==> src/rtl/regfile_dump_restore.sv <==
// Register-file dump/restore sequencer: takes over the register-file ports to
// stream every register out (DUMP) or write a stream back in (RESTORE).
module regfile_dump_restore #(
  parameter int NREGS = 32,
  parameter int AW    = 5,
  parameter int DW    = 32
) (
  input  logic          clk,
  input  logic          rst_n,
  input  logic          start_dump,
  input  logic          start_restore,
  output logic          busy,
  output logic          done,
  output logic [AW-1:0] rf_raddr,
  input  logic [DW-1:0] rf_rdata,
  output logic [AW-1:0] rf_waddr,
  output logic [DW-1:0] rf_wdata,
  output logic          rf_wen,
  output logic          out_valid,
  input  logic          out_ready,
  output logic [DW-1:0] out_data,
  output logic [AW-1:0] out_idx,
  input  logic          in_valid,
  output logic          in_ready,
  input  logic [DW-1:0] in_data
);

  localparam logic [1:0] ST_IDLE    = 2'd0;
  localparam logic [1:0] ST_DUMP    = 2'd1;
  localparam logic [1:0] ST_RESTORE = 2'd2;
  localparam logic [1:0] ST_DONE    = 2'd3;

  // ptr is one bit wider than an address so it can reach NREGS without wrapping
  localparam logic [AW:0] PTR_LAST = (AW+1)'(NREGS - 1);
  localparam logic [AW:0] PTR_ONE  = (AW+1)'(1);

  logic [1:0]    state_q, state_d;
  logic [AW:0]   ptr_q, ptr_d;
  logic          out_valid_q, out_valid_d;
  logic [DW-1:0] out_data_q, out_data_d;
  logic [AW-1:0] out_idx_q, out_idx_d;
  logic [AW-1:0] rf_waddr_q, rf_waddr_d;
  logic [DW-1:0] rf_wdata_q, rf_wdata_d;
  logic          rf_wen_q, rf_wen_d;
  logic          load_ok;

  assign load_ok = !out_valid_q || out_ready;

  always_comb begin
    state_d     = state_q;
    ptr_d       = ptr_q;
    out_valid_d = out_valid_q;
    out_data_d  = out_data_q;
    out_idx_d   = out_idx_q;
    rf_waddr_d  = rf_waddr_q;
    rf_wdata_d  = rf_wdata_q;
    rf_wen_d    = 1'b0;

    case (state_q)
      ST_IDLE: begin
        if (start_dump) begin
          state_d = ST_DUMP;
          ptr_d   = '0;
        end else if (start_restore) begin
          state_d = ST_RESTORE;
          ptr_d   = '0;
        end
      end

      ST_DUMP: begin
        if (ptr_q <= PTR_LAST) begin
          if (load_ok) begin
            out_data_d  = rf_rdata;
            out_idx_d   = ptr_q[AW-1:0];
            out_valid_d = 1'b1;
            ptr_d       = ptr_q + PTR_ONE;
          end
        end else if (load_ok) begin
          // all words issued; leave once the last one has been taken
          out_valid_d = 1'b0;
          state_d     = ST_DONE;
        end
      end

      ST_RESTORE: begin
        if (in_valid) begin
          rf_waddr_d = ptr_q[AW-1:0];
          rf_wdata_d = in_data;
          rf_wen_d   = (ptr_q != '0);
          ptr_d      = ptr_q + PTR_ONE;
          if (ptr_q == PTR_LAST) begin
            state_d = ST_DONE;
          end
        end
      end

      ST_DONE: begin
        state_d = ST_IDLE;
      end

      default: begin
        state_d = ST_IDLE;
      end
    endcase
  end

  always_ff @(posedge clk or negedge rst_n) begin
    if (!rst_n) begin
      state_q     <= ST_IDLE;
      ptr_q       <= '0;
      out_valid_q <= 1'b0;
      out_data_q  <= '0;
      out_idx_q   <= '0;
      rf_waddr_q  <= '0;
      rf_wdata_q  <= '0;
      rf_wen_q    <= 1'b0;
    end else begin
      state_q     <= state_d;
      ptr_q       <= ptr_d;
      out_valid_q <= out_valid_d;
      out_data_q  <= out_data_d;
      out_idx_q   <= out_idx_d;
      rf_waddr_q  <= rf_waddr_d;
      rf_wdata_q  <= rf_wdata_d;
      rf_wen_q    <= rf_wen_d;
    end
  end

  // DONE keeps busy high so the final restore write lands while the CPU is stalled
  assign busy      = (state_q != ST_IDLE);
  assign done      = (state_q == ST_DONE);
  assign in_ready  = (state_q == ST_RESTORE);
  assign rf_raddr  = (state_q == ST_DUMP) ? ptr_q[AW-1:0] : '0;
  assign rf_waddr  = rf_waddr_q;
  assign rf_wdata  = rf_wdata_q;
  assign rf_wen    = rf_wen_q;
  assign out_valid = out_valid_q;
  assign out_data  = out_data_q;
  assign out_idx   = out_idx_q;

endmodule

==> config.mk <==
export PLATFORM = sky130hd
export DESIGN_NAME = regfile_dump_restore
export DESIGN_NICKNAME = d
export VERILOG_FILES = /design/src/rtl/regfile_dump_restore.sv
export SDC_FILE = /design/constraint.sdc
export NUM_CORES = 1
export LEC_CHECK = 0
export CORE_ASPECT_RATIO = 1.1
export CORE_MARGIN = 3
export CORE_UTILIZATION = 56
export DETAILED_ROUTE_END_ITERATION = 10
export DONT_BUFFER_PORTS = 1
export PLACE_DENSITY = 0.74
export SLEW_MARGIN = 5
export SYNTH_ARGS = -nofsm -noshare
export SYNTH_HDL_FRONTEND = slang
export SYNTH_SLANG_ARGS = --single-unit
==> constraint.sdc <==
create_clock -name clk -period 1.9 [get_ports clk]
set_clock_uncertainty 0.2 [all_clocks]
set_input_delay 0.38 -clock clk [delete_from_list [all_inputs] [get_ports clk]]
set_output_delay 0.38 -clock clk [all_outputs]
set_load 0.05 [all_outputs]
==> qor.tcl, run 1 <==
set qor(run_status) {finished with violations}
set qor(violated_checks) {hold timing, setup timing}
set qor(antenna_violating_nets_post_route) 0
set qor(worstPathCellList) {inv_2 > ha_4 > inv_4 > buf_4 > nor3_4 > buf_6 > clkbuf_16 > mux2_4}
set qor(io_pins) 154
set qor(syn-cell-area_um2) 3410
set qor(tritoncts) {yes}
set qor(grt_overflow_total) 0
set qor(synth-warning-count) 0
set qor(layout_commonest_cell) {dfrtp_1}
set qor(critPathMaxFanout) 5
set qor(hold_path.class) {in -> async}
set qor(dominant_combinational_cell_family_by_area_after_synthesis) {multiplexers}
set qor(cp.required_ns) 1.93
set qor(post_route_cells_drive_above_1_share_pct) 39.6
set qor(cpMaxStageDelayCell) {dfrtp_1}
set qor(grt_start_max_net_pins) 85
set qor(cts_made_buffers) 9
set qor(std_cell_rows) 29
set qor(shortest_clock_period_the_worst_path_allows_after_layout_ns) 1.99
set qor(antenna_violations_before_repair) 0
set qor(design.die.area_um2) 7070
set qor(wl_per_cell_um) 21.1
set qor(clkTransAtPathRegs_ns) 0.09
set qor(async_flop_share_pct) 100
set qor(drt_iter0_drc) 107
set qor(post_drt_via_cell_ratio) 5.53
set qor(antenna-diode-count) 0
set qor(floorplan.initialDensity_pct) 58.4
set qor(grt_setup_unrepaired) {yes}
set qor(worst_slack_ns) -0.0916
set qor(transition_at_the_pin_with_the_smallest_max_transition_slack_ns) 0.534
set qor(synthFlopType) {dfrtp_1}
set qor(h-tree-depth) 3
set qor(synth-seq-area-share_pct) 61.6
set qor(detail_route.wirelength_mm) 8.74
set qor(mostFrequentLayoutCells) {82 x dfrtp_1, 64 x dlygate4sd3_1, 40 x mux2_2}
set qor(synth-simple-area-share_pct) 6.05
set qor(filler_cells) 300
set qor(post_synth.cell_area_avg_um2) 14.3
set qor(buffer_ports.inserted) 0
set qor(post-route-drc-count) 0
set qor(yosysUniqueCellTypes) 32
set qor(synth_compound_gate_area_share_pct) 2.71
set qor(number_of_pins_exceeding_their_max_slew_limit_in_the_final_report) 0
set qor(place_worst_setup_slack_ns) -0.0438
set qor(nets) 410
set qor(floorplan.die.width_um) 80.4
set qor(vias_in_the_first_global_route) 2274
set qor(slowest_delay_ns) 0.41
set qor(area.growth.synth_to_final_pct) 42.1
set qor(synth_fp_nets) 316
set qor(seqCellArea_um2) 2100
set qor(yosys_register_bits) 84
set qor(synth_adder_area_share_pct) 2.57
set qor(max_freq_mhz) 502
set qor(critical_path.endpoint_type) {flip-flop}
set qor(worst-setup-path-type) {reg -> reg}
set qor(synth_edf_count) 0
set qor(fin_hold_ws_ns) -0.476
set qor(critPathLaunchType) {flip-flop}
set qor(crit_share_post_route_pct) 105
set qor(dp_hpwl_mm) 4.57
set qor(clock_sinks) 84
set qor(grt_resource_usage_total_pct) 21.5
set qor(netlist_instances) 239
set qor(grt_first_pass_wirelength_mm) 11.4
set qor(timing.final.setup_violations) 32
set qor(coreArea_um2) 5840
set qor(routabilityCongestion) 0.741
set qor(drt_pass1_iterations) 4
set qor(detailroute.via_count) 2296
set qor(ctsLongestPathBuffers) 2
set qor(slew-limit-headroom_pct) 64.4
set qor(die_h_um) 87.9
set qor(clk_latency_ns) 0.33
set qor(maxCapViolations) 0
set qor(final-hold-violation-count) 84
set qor(xor_xnor_portion_of_the_synthesized_cell_area_pct) 0
set qor(clock_tree.root_cell) {clkbuf_8}
set qor(multiplexer_area_fraction_after_synthesis_pct) 24.3
set qor(multi_input_comb_area_um2) 1410
set qor(critPathArrivalTime_ns) 2.02
==> cells by family (layout without fill, tap and decap cells) <==
logic type | after synthesis | in the layout
buffers and inverters | 19 | 118
AOI/OAI and AO/OA | 15 | 15
and+or+nand+nor | 40 | 40
DFF | 84 | 84
muxes | 74 | 74
adders and majority gates | 7 | 7
==> worst max-delay path, delay by kind of cell (launching register included) <==
family                   cells  cell delay (ns)
adder cells (fa/ha/maj)      1             0.15
buffers and inverters        5             0.58
multiplexers                 1             0.30
AND/OR/NAND/NOR              1             0.25
flip-flops                   1             0.41
==> synth_stat cells (2+ instances only) <==
| library cell | number | share of area, % |
|---|---|---|
| o221ai_1 | 2 | 0.51 |
| o21ai_0 | 8 | 1.2 |
| clkbuf_1 | 2 | 0.22 |
| ha_1 | 7 | 2.6 |
| nor2b_1 | 2 | 0.37 |
| mux2_2 | 67 | 22 |
| nor2_1 | 6 | 0.66 |
| nand3_1 | 6 | 0.88 |
| mux2_1 | 3 | 0.99 |
| mux2i_1 | 4 | 1.2 |
| dfrtp_1 | 84 | 62 |
| nor3b_1 | 2 | 0.44 |
| nand2_1 | 14 | 1.5 |
| nand4_1 | 2 | 0.37 |
| buf_1 | 3 | 0.33 |
| buf_2 | 2 | 0.29 |
| inv_1 | 8 | 0.88 |
| buf_6 | 3 | 0.99 |
==> final timing paths <==
check	to	depth (start not counted)	slack [ns]	from
setup / recovery	out_data[6]$_DFFE_PN0P_	8	-0.09	state_q[1]$_DFFE_PN0P_
hold reg to reg	out_idx[0]$_DFFE_PN0P_	1	0.39	ptr_q[0]$_DFFE_PN0P_
setup reg to reg	out_data[6]$_DFFE_PN0P_	8	-0.09	state_q[1]$_DFFE_PN0P_
max in group asynchronous	out_valid$_DFFE_PN0P_	0	1.85	rst_n
min in group clk	out_valid$_DFFE_PN0P_	3	0.05	out_ready
hold / removal	rf_wdata[1]$_DFFE_PN0P_	0	-0.48	rst_n
==> registers in the layout, summed over array words and instances (netlist names) <==
register	flops
out_valid	1
rf_wdata	32
out_idx	5
rf_waddr	5
state_q	2
ptr_q	6
out_data	32
rf_wen	1
==> final cells by class <==
type / instances / share of cell area, %
clock buffers: 12 / 3.41
clock inverters: 4 / 0.671
inverters: 9 / 0.826
multi-input cells: 136 / 29.1
flip-flops and latches: 84 / 43.4
well taps: 77 / 1.99
repair buffers: 93 / 20.6
==> per-layer routing <==
layer | wire length (µm) | GRT usage [%]
met2 | 4730 | 37.3
met3 | 592 | 5.86
met1 | 3300 | 25.5
met5 | 0 | 0
met4 | 114 | 8.45
==> timing repair <==
item                                   in CTS  in global routing
setup endpoints to repair                   9                 38
buffers inserted                            5                  5
endpoints found under the hold margin     147                 85
cloned                                      0                  3
gates resized for setup                    30                 31
pin swaps                                   5                  3
hold buffers                               63                  1
==> per-stage QoR <==
stage          utilization [%]  cell area [µm²]  setup TNS (ns)  instances  hold slack (ns)
2_1_floorplan                -             3460           -3.96        239           -0.116
3_3_place_gp              62.8             3670               0        323           -0.114
3_5_place_dp              62.8             3670         -0.0514        323           -0.114
4_1_cts                   79.5             4640          -0.272        407           -0.489
5_1_grt                   83.0             4850           -3.70        415           -0.504
6_report                  83.0             4850           -1.71        415           -0.476
Power of run 1 is left out: the tool's default activity adds up to more than one toggle a clock period on the data nets, which glitch-free logic cannot reach.
==> inputs of run 2 (changes only) <==
--- a/config.mk
+++ b/config.mk
@@ -7,10 +7,10 @@
 export LEC_CHECK = 0
 export CORE_ASPECT_RATIO = 1.1
 export CORE_MARGIN = 3
-export CORE_UTILIZATION = 56
+export CORE_UTILIZATION = 62
 export DETAILED_ROUTE_END_ITERATION = 10
 export DONT_BUFFER_PORTS = 1
-export PLACE_DENSITY = 0.74
+export PLACE_DENSITY = 0.78
 export SLEW_MARGIN = 5
 export SYNTH_ARGS = -nofsm -noshare
 export SYNTH_HDL_FRONTEND = slang
==> constraint.sdc (replaced) <==
create_clock -name clk -period 2.11 [get_ports clk]
set_clock_uncertainty 0.2 [all_clocks]
set_input_delay 0.422 -clock clk [delete_from_list [all_inputs] [get_ports clk]]
set_output_delay 0.422 -clock clk [all_outputs]
set_load 0.05 [all_outputs]
==> run 2 against run 1 <==
Against the previous run: the flow finishes with violations (hold timing); non-clock buffer count fell by 74; global-route usage fell by 2.1 points; worst setup slack better by 0.19 ns; critical path depth shrank 3; final area down 22%; core utilization fell by 9.4 points.
==> qor.tcl, run 2 (synthesis gave the netlist of run 1 again) <==
set qor(final-hold-violation-count) 84 ;# unchanged
set qor(post_drt_via_cell_ratio) 5.69 ;# +2.9%
set qor(detail_route.wirelength_mm) 6.26 ;# -28%
set qor(worst-setup-path-type) {reg -> out}
set qor(place_worst_setup_slack_ns) 0.159 ;# +0.202 ns
set qor(antenna_violating_nets_post_route) 0 ;# unchanged
set qor(antenna_violations_before_repair) 0 ;# unchanged
set qor(cts_made_buffers) 9 ;# unchanged
set qor(run_status) {finished with violations}
set qor(timing.critical_path.depth) 5 ;# -3
set qor(nets) 336 ;# -18%
set qor(routabilityCongestion) 0.817 ;# +10%
set qor(mostFrequentLayoutCells) {84 x dfrtp_1, 67 x mux2_2, 15 x buf_4}
set qor(shortest_clock_period_the_worst_path_allows_after_layout_ns) 2.01
set qor(vias_in_the_first_global_route) 2010 ;# -12%
set qor(drt_pass1_iterations) 4 ;# unchanged
set qor(max_freq_mhz) 498
set qor(hold_path.class) {in -> async}
set qor(critical_path.endpoint_type) {output port}
set qor(fin_hold_ws_ns) -0.434 ;# +0.0421 ns
set qor(slowest_delay_ns) 0.40 ;# about the same
set qor(maxCapViolations) 0 ;# unchanged
set qor(worstPathCellList) {inv_2 > ha_2 > buf_4 > and2_1 > buf_6}
set qor(io_pins) 154 ;# unchanged
set qor(floorplan.initialDensity_pct) 66.0 ;# +7.6 points
set qor(post_route_cells_drive_above_1_share_pct) 40.9 ;# +1.3 points
set qor(layout_commonest_cell) {dfrtp_1}
set qor(cpLargestDelayFamily) {flip-flops}
set qor(slew-limit-headroom_pct) 66.4 ;# +2.0 points
set qor(drt_iter0_drc) 66 ;# -38%
set qor(critPathLaunchType) {flip-flop}
set qor(floorplan.die.width_um) 76.7 ;# -4.6%
set qor(worst_slack_ns) 0.103 ;# +0.194 ns
set qor(grt_overflow_total) 0 ;# unchanged
set qor(std_cell_rows) 27 ;# -6.9%
set qor(critPathMaxFanout) 4 ;# -1
set qor(transition_at_the_pin_with_the_smallest_max_transition_slack_ns) 0.503 ;# -0.0302 ns
set qor(detailroute.via_count) 1913 ;# -17%
set qor(clk_latency_ns) 0.33 ;# about the same
set qor(grt_first_pass_wirelength_mm) 9.80 ;# -14%
set qor(number_of_pins_exceeding_their_max_slew_limit_in_the_final_report) 0 ;# unchanged
set qor(grt_resource_usage_total_pct) 19.5 ;# -2.1 points
set qor(design.die.area_um2) 6430 ;# -9.0%
set qor(crit_share_post_route_pct) 95.1
set qor(ctsLongestPathBuffers) 2 ;# unchanged
set qor(die_h_um) 83.8 ;# -4.6%
set qor(clock_sinks) 84 ;# unchanged
set qor(tritoncts) {yes}
set qor(wl_per_cell_um) 18.6 ;# -12%
set qor(h-tree-depth) 3 ;# unchanged
set qor(worstPathBufferInverterCount) 3 ;# -2
set qor(cpMaxStageDelayCell) {dfrtp_1}
set qor(buffer_ports.inserted) 0 ;# unchanged
set qor(area.growth.synth_to_final_pct) 11.5
set qor(violated_checks) {hold timing}
set qor(cp.required_ns) 1.49 ;# -0.44 ns
set qor(clock_tree.root_cell) {clkbuf_8}
set qor(coreArea_um2) 5170 ;# -12%
set qor(dp_hpwl_mm) 4.58 ;# +0.19%
set qor(grt_start_max_net_pins) 85 ;# unchanged
set qor(antenna-diode-count) 0 ;# unchanged
set qor(worst_r2r_path_depth) 7 ;# -1
set qor(clkTransAtPathRegs_ns) 0.09 ;# about the same
set qor(timing.final.setup_violations) 0 ;# -100%
set qor(critPathArrivalTime_ns) 1.39 ;# -0.63 ns
set qor(post-route-drc-count) 0 ;# unchanged
run 2: cell type report:
cell class | count | area (µm²)
multi-input cells | 136 | 1230
inverters | 9 | 33.8
well taps | 72 | 90.1
fillers | 365 | 1360
repair buffers | 19 | 175
flip-flops and latches | 84 | 2100
clock buffers | 11 | 141
clock inverters | 5 | 36.3
run 2: path summary, 6_finish.rpt:
kind,from,end,slack [ns]
max in group asynchronous,rst_n,rf_waddr[0]$_DFFE_PN0P_,2.01
min in group clk,rf_rdata[8],out_data[8]$_DFFE_PN0P_,0.03
worst max-delay path,state_q[1]$_DFFE_PN0P_,rf_raddr[3],0.10
worst min-delay path,rst_n,out_data[5]$_DFFE_PN0P_,-0.43
worst max register to register,state_q[0]$_DFFE_PN0P_,ptr_q[3]$_DFFE_PN0P_,0.20
worst min register to register,ptr_q[0]$_DFFE_PN0P_,out_idx[0]$_DFFE_PN0P_,0.38
run 2: through the flow:
stage                     cells  TNS [ns]  cell area, µm²  hold slack, ns  utilization (%)
final                       336         0            3810          -0.434             73.6
after global routing        336  -0.00723            3810          -0.461             73.6
after CTS                   334         0            3780          -0.450             73.2
after detailed placement    318         0            3600         -0.0720             69.7
after global placement      318         0            3600         -0.0718             69.7
after floorplan             239         0            3420         -0.0736                -
run 2: layer usage:
layer,share of wire [%],track usage (%),vias to the layer above
met5,0,0,-
met4,2.1,7.91,0
met3,11,8.10,13
met2,49,32.3,103
met1,38,22.2,926
li1,-,-,871
run 2: timing repair:
action,4_1_cts,5_1_grt
resized for setup,2,3
setup buffers,0,2
hold endpoints to repair,84,84
endpoints found under the setup margin,1,5
Power of run 2 is left out for the same reason.
==> inputs of run 3 (changes only) <==
--- a/config.mk
+++ b/config.mk
@@ -6,7 +6,6 @@
 export NUM_CORES = 1
 export LEC_CHECK = 0
 export CORE_ASPECT_RATIO = 1.1
-export CORE_MARGIN = 3
 export CORE_UTILIZATION = 62
 export DETAILED_ROUTE_END_ITERATION = 10
 export DONT_BUFFER_PORTS = 1
@@ -15,3 +14,4 @@
 export SYNTH_ARGS = -nofsm -noshare
 export SYNTH_HDL_FRONTEND = slang
 export SYNTH_SLANG_ARGS = --single-unit
+export TNS_END_PERCENT = 100
==> run 3 against run 2 <==
Against the previous run: the flow still finishes with violations (hold timing); non-clock buffer count did not move; worst hold slack improved by 0.0010 ns; fmax fell by 2.4%; first-iteration DRC count fell by 4.5%; cell count did not move; global-route usage rose by 3.9 points; register-to-register slack got worse by 0.11 ns; final area rose by 2.0%; core utilization rose by 2.0 points; highest routed layer unchanged.
==> qor.tcl, run 3 (synthesis gave the netlist of run 1 again) <==
set qor(grt_resource_usage_total_pct) 23.3 ;# +3.9 points
set qor(floorplan.initialDensity_pct) 66.5 ;# +0.43 points
set qor(maxCapViolations) 0 ;# unchanged
set qor(wl_per_cell_um) 19.7 ;# +6.0%
set qor(slew-limit-headroom_pct) 66.0 ;# -0.46 points
set qor(grt_setup_unrepaired) {yes}
set qor(hold_path.class) {in -> async}
set qor(drt_pass1_iterations) 4 ;# unchanged
set qor(worst_r2r_path_depth) 6 ;# -1
set qor(post-route-drc-count) 0 ;# unchanged
set qor(h-tree-depth) 3 ;# unchanged
set qor(regToRegStartpoint) {state_q[1]$_DFFE_PN0P_}
set qor(mostFrequentLayoutCells) {84 x dfrtp_1, 67 x mux2_2, 14 x nand2_1}
set qor(tritoncts) {yes}
set qor(place_worst_setup_slack_ns) 0.0769 ;# -0.0817 ns
set qor(shortest_clock_period_the_worst_path_allows_after_layout_ns) 2.06 ;# +0.0498 ns
set qor(startpoint) {state_q[1]$_DFFE_PN0P_}
set qor(critPathArrivalTime_ns) 1.43 ;# +0.04 ns
set qor(buffer_ports.inserted) 0 ;# unchanged
set qor(vias_in_the_first_global_route) 2016 ;# +0.30%
set qor(critPathLaunchType) {flip-flop}
set qor(worst-setup-path-type) {reg -> out}
set qor(run_status) {finished with violations}
set qor(critPathMaxFanout) 4 ;# unchanged
set qor(die_h_um) 79.8 ;# -4.8%
set qor(crit_share_post_route_pct) 97.5 ;# +2.4 points
set qor(max_freq_mhz) 486 ;# -2.4%
set qor(transition_at_the_pin_with_the_smallest_max_transition_slack_ns) 0.510 ;# +0.00689 ns
set qor(multi_input_comb_area_um2) 1230 ;# +0.61%
set qor(critical_path.endpoint_type) {output port}
set qor(detail_route.wirelength_mm) 6.63 ;# +6.0%
set qor(fin_hold_ws_ns) -0.433 ;# +0.000997 ns
set qor(clkTransAtPathRegs_ns) 0.08 ;# about the same
set qor(grt_overflow_total) 0 ;# unchanged
set qor(number_of_pins_exceeding_their_max_slew_limit_in_the_final_report) 0 ;# unchanged
set qor(drt_iter0_drc) 63 ;# -4.5%
set qor(nets) 336 ;# unchanged
set qor(clock_tree.root_cell) {clkbuf_8}
set qor(dp_hpwl_mm) 4.71 ;# +2.9%
set qor(std_cell_rows) 27 ;# unchanged
set qor(design.die.area_um2) 5810 ;# -9.7%
set qor(post_drt_via_cell_ratio) 5.93 ;# +4.1%
set qor(grt_first_pass_wirelength_mm) 9.94 ;# +1.3%
set qor(cp.required_ns) 1.49 ;# about the same
set qor(final-hold-violation-count) 84 ;# unchanged
set qor(floorplan.die.width_um) 72.7 ;# -5.2%
set qor(grt_start_max_net_pins) 85 ;# unchanged
set qor(antenna-diode-count) 0 ;# unchanged
set qor(finalCoreUtilization_pct) 75.6 ;# +2.0 points
set qor(seqCellArea_um2) 2100 ;# unchanged
set qor(routabilityCongestion) 0.855 ;# +4.7%
set qor(ctsLongestPathBuffers) 2 ;# unchanged
set qor(worst_slack_ns) 0.0531 ;# -0.0498 ns
set qor(antenna_violations_before_repair) 0 ;# unchanged
set qor(area.growth.synth_to_final_pct) 13.8
set qor(filler_cells) 347 ;# -4.9%
set qor(layout_commonest_cell) {dfrtp_1}
set qor(coreArea_um2) 5130 ;# -0.65%
set qor(violated_checks) {hold timing}
set qor(clock_sinks) 84 ;# unchanged
set qor(detailroute.via_count) 1991 ;# +4.1%
set qor(cts_made_buffers) 9 ;# unchanged
set qor(post_route_cells_drive_above_1_share_pct) 40.5 ;# -0.38 points
set qor(timing.final.setup_violations) 0 ;# unchanged
set qor(clk_latency_ns) 0.34 ;# about the same
set qor(antenna_violating_nets_post_route) 0 ;# unchanged
set qor(io_pins) 154 ;# unchanged
run 3: final cells by class:
cell class | instances | area share [%]
timing repair buffer | 19 | 5.44
clock inverter | 4 | 1.45
clock buffer | 12 | 3.99
tap | 72 | 2.32
multi-input combinational | 136 | 31.8
inverter | 9 | 0.870
sequential | 84 | 54.1
run 3: critical path, cell delays in order (launching register included):
cell and delay, ns:
dfrtp_1 0.41, inv_2 0.09, ha_2 0.18, buf_4 0.12, and2_1 0.13, buf_6 0.16
run 3: timing repair:
action | 4_1_cts | 5_1_grt
buffers inserted | 0 | 1
endpoints found under the hold margin | 84 | 87
gates resized for setup | 2 | 8
pin swaps | 0 | 1
gates cloned | 0 | 1
setup endpoints to repair | 1 | 19
run 3: layer usage:
layer	wire [µm]	track usage, %
met3	559	8.96
met2	3610	40.3
met5	0	0
met1	2370	25.7
met4	93	9.22
run 3: worst paths after layout:
path                                                  to  slack, ns
worst max-delay path                         rf_raddr[3]       0.05
worst min-delay path            out_data[10]$_DFFE_PN0P_      -0.43
worst max register to register   out_data[1]$_DFFE_PN0P_       0.09
worst min register to register    out_idx[1]$_DFFE_PN0P_       0.39
max in group asynchronous         out_idx[3]$_DFFE_PN0P_       2.02
min in group clk                out_data[13]$_DFFE_PN0P_       0.02
run 3: metrics by stage:
stage                     hold WS [ns]  setup TNS [ns]  cell area [µm²]  cells
after floorplan                -0.0736               0             3420    239
after global placement         -0.0717               0             3580    315
after detailed placement       -0.0721               0             3580    315
after CTS                       -0.451               0             3790    331
after global routing            -0.468          -0.158             3880    336
final                           -0.433               0             3880    336
Power of run 3 is left out for the same reason.
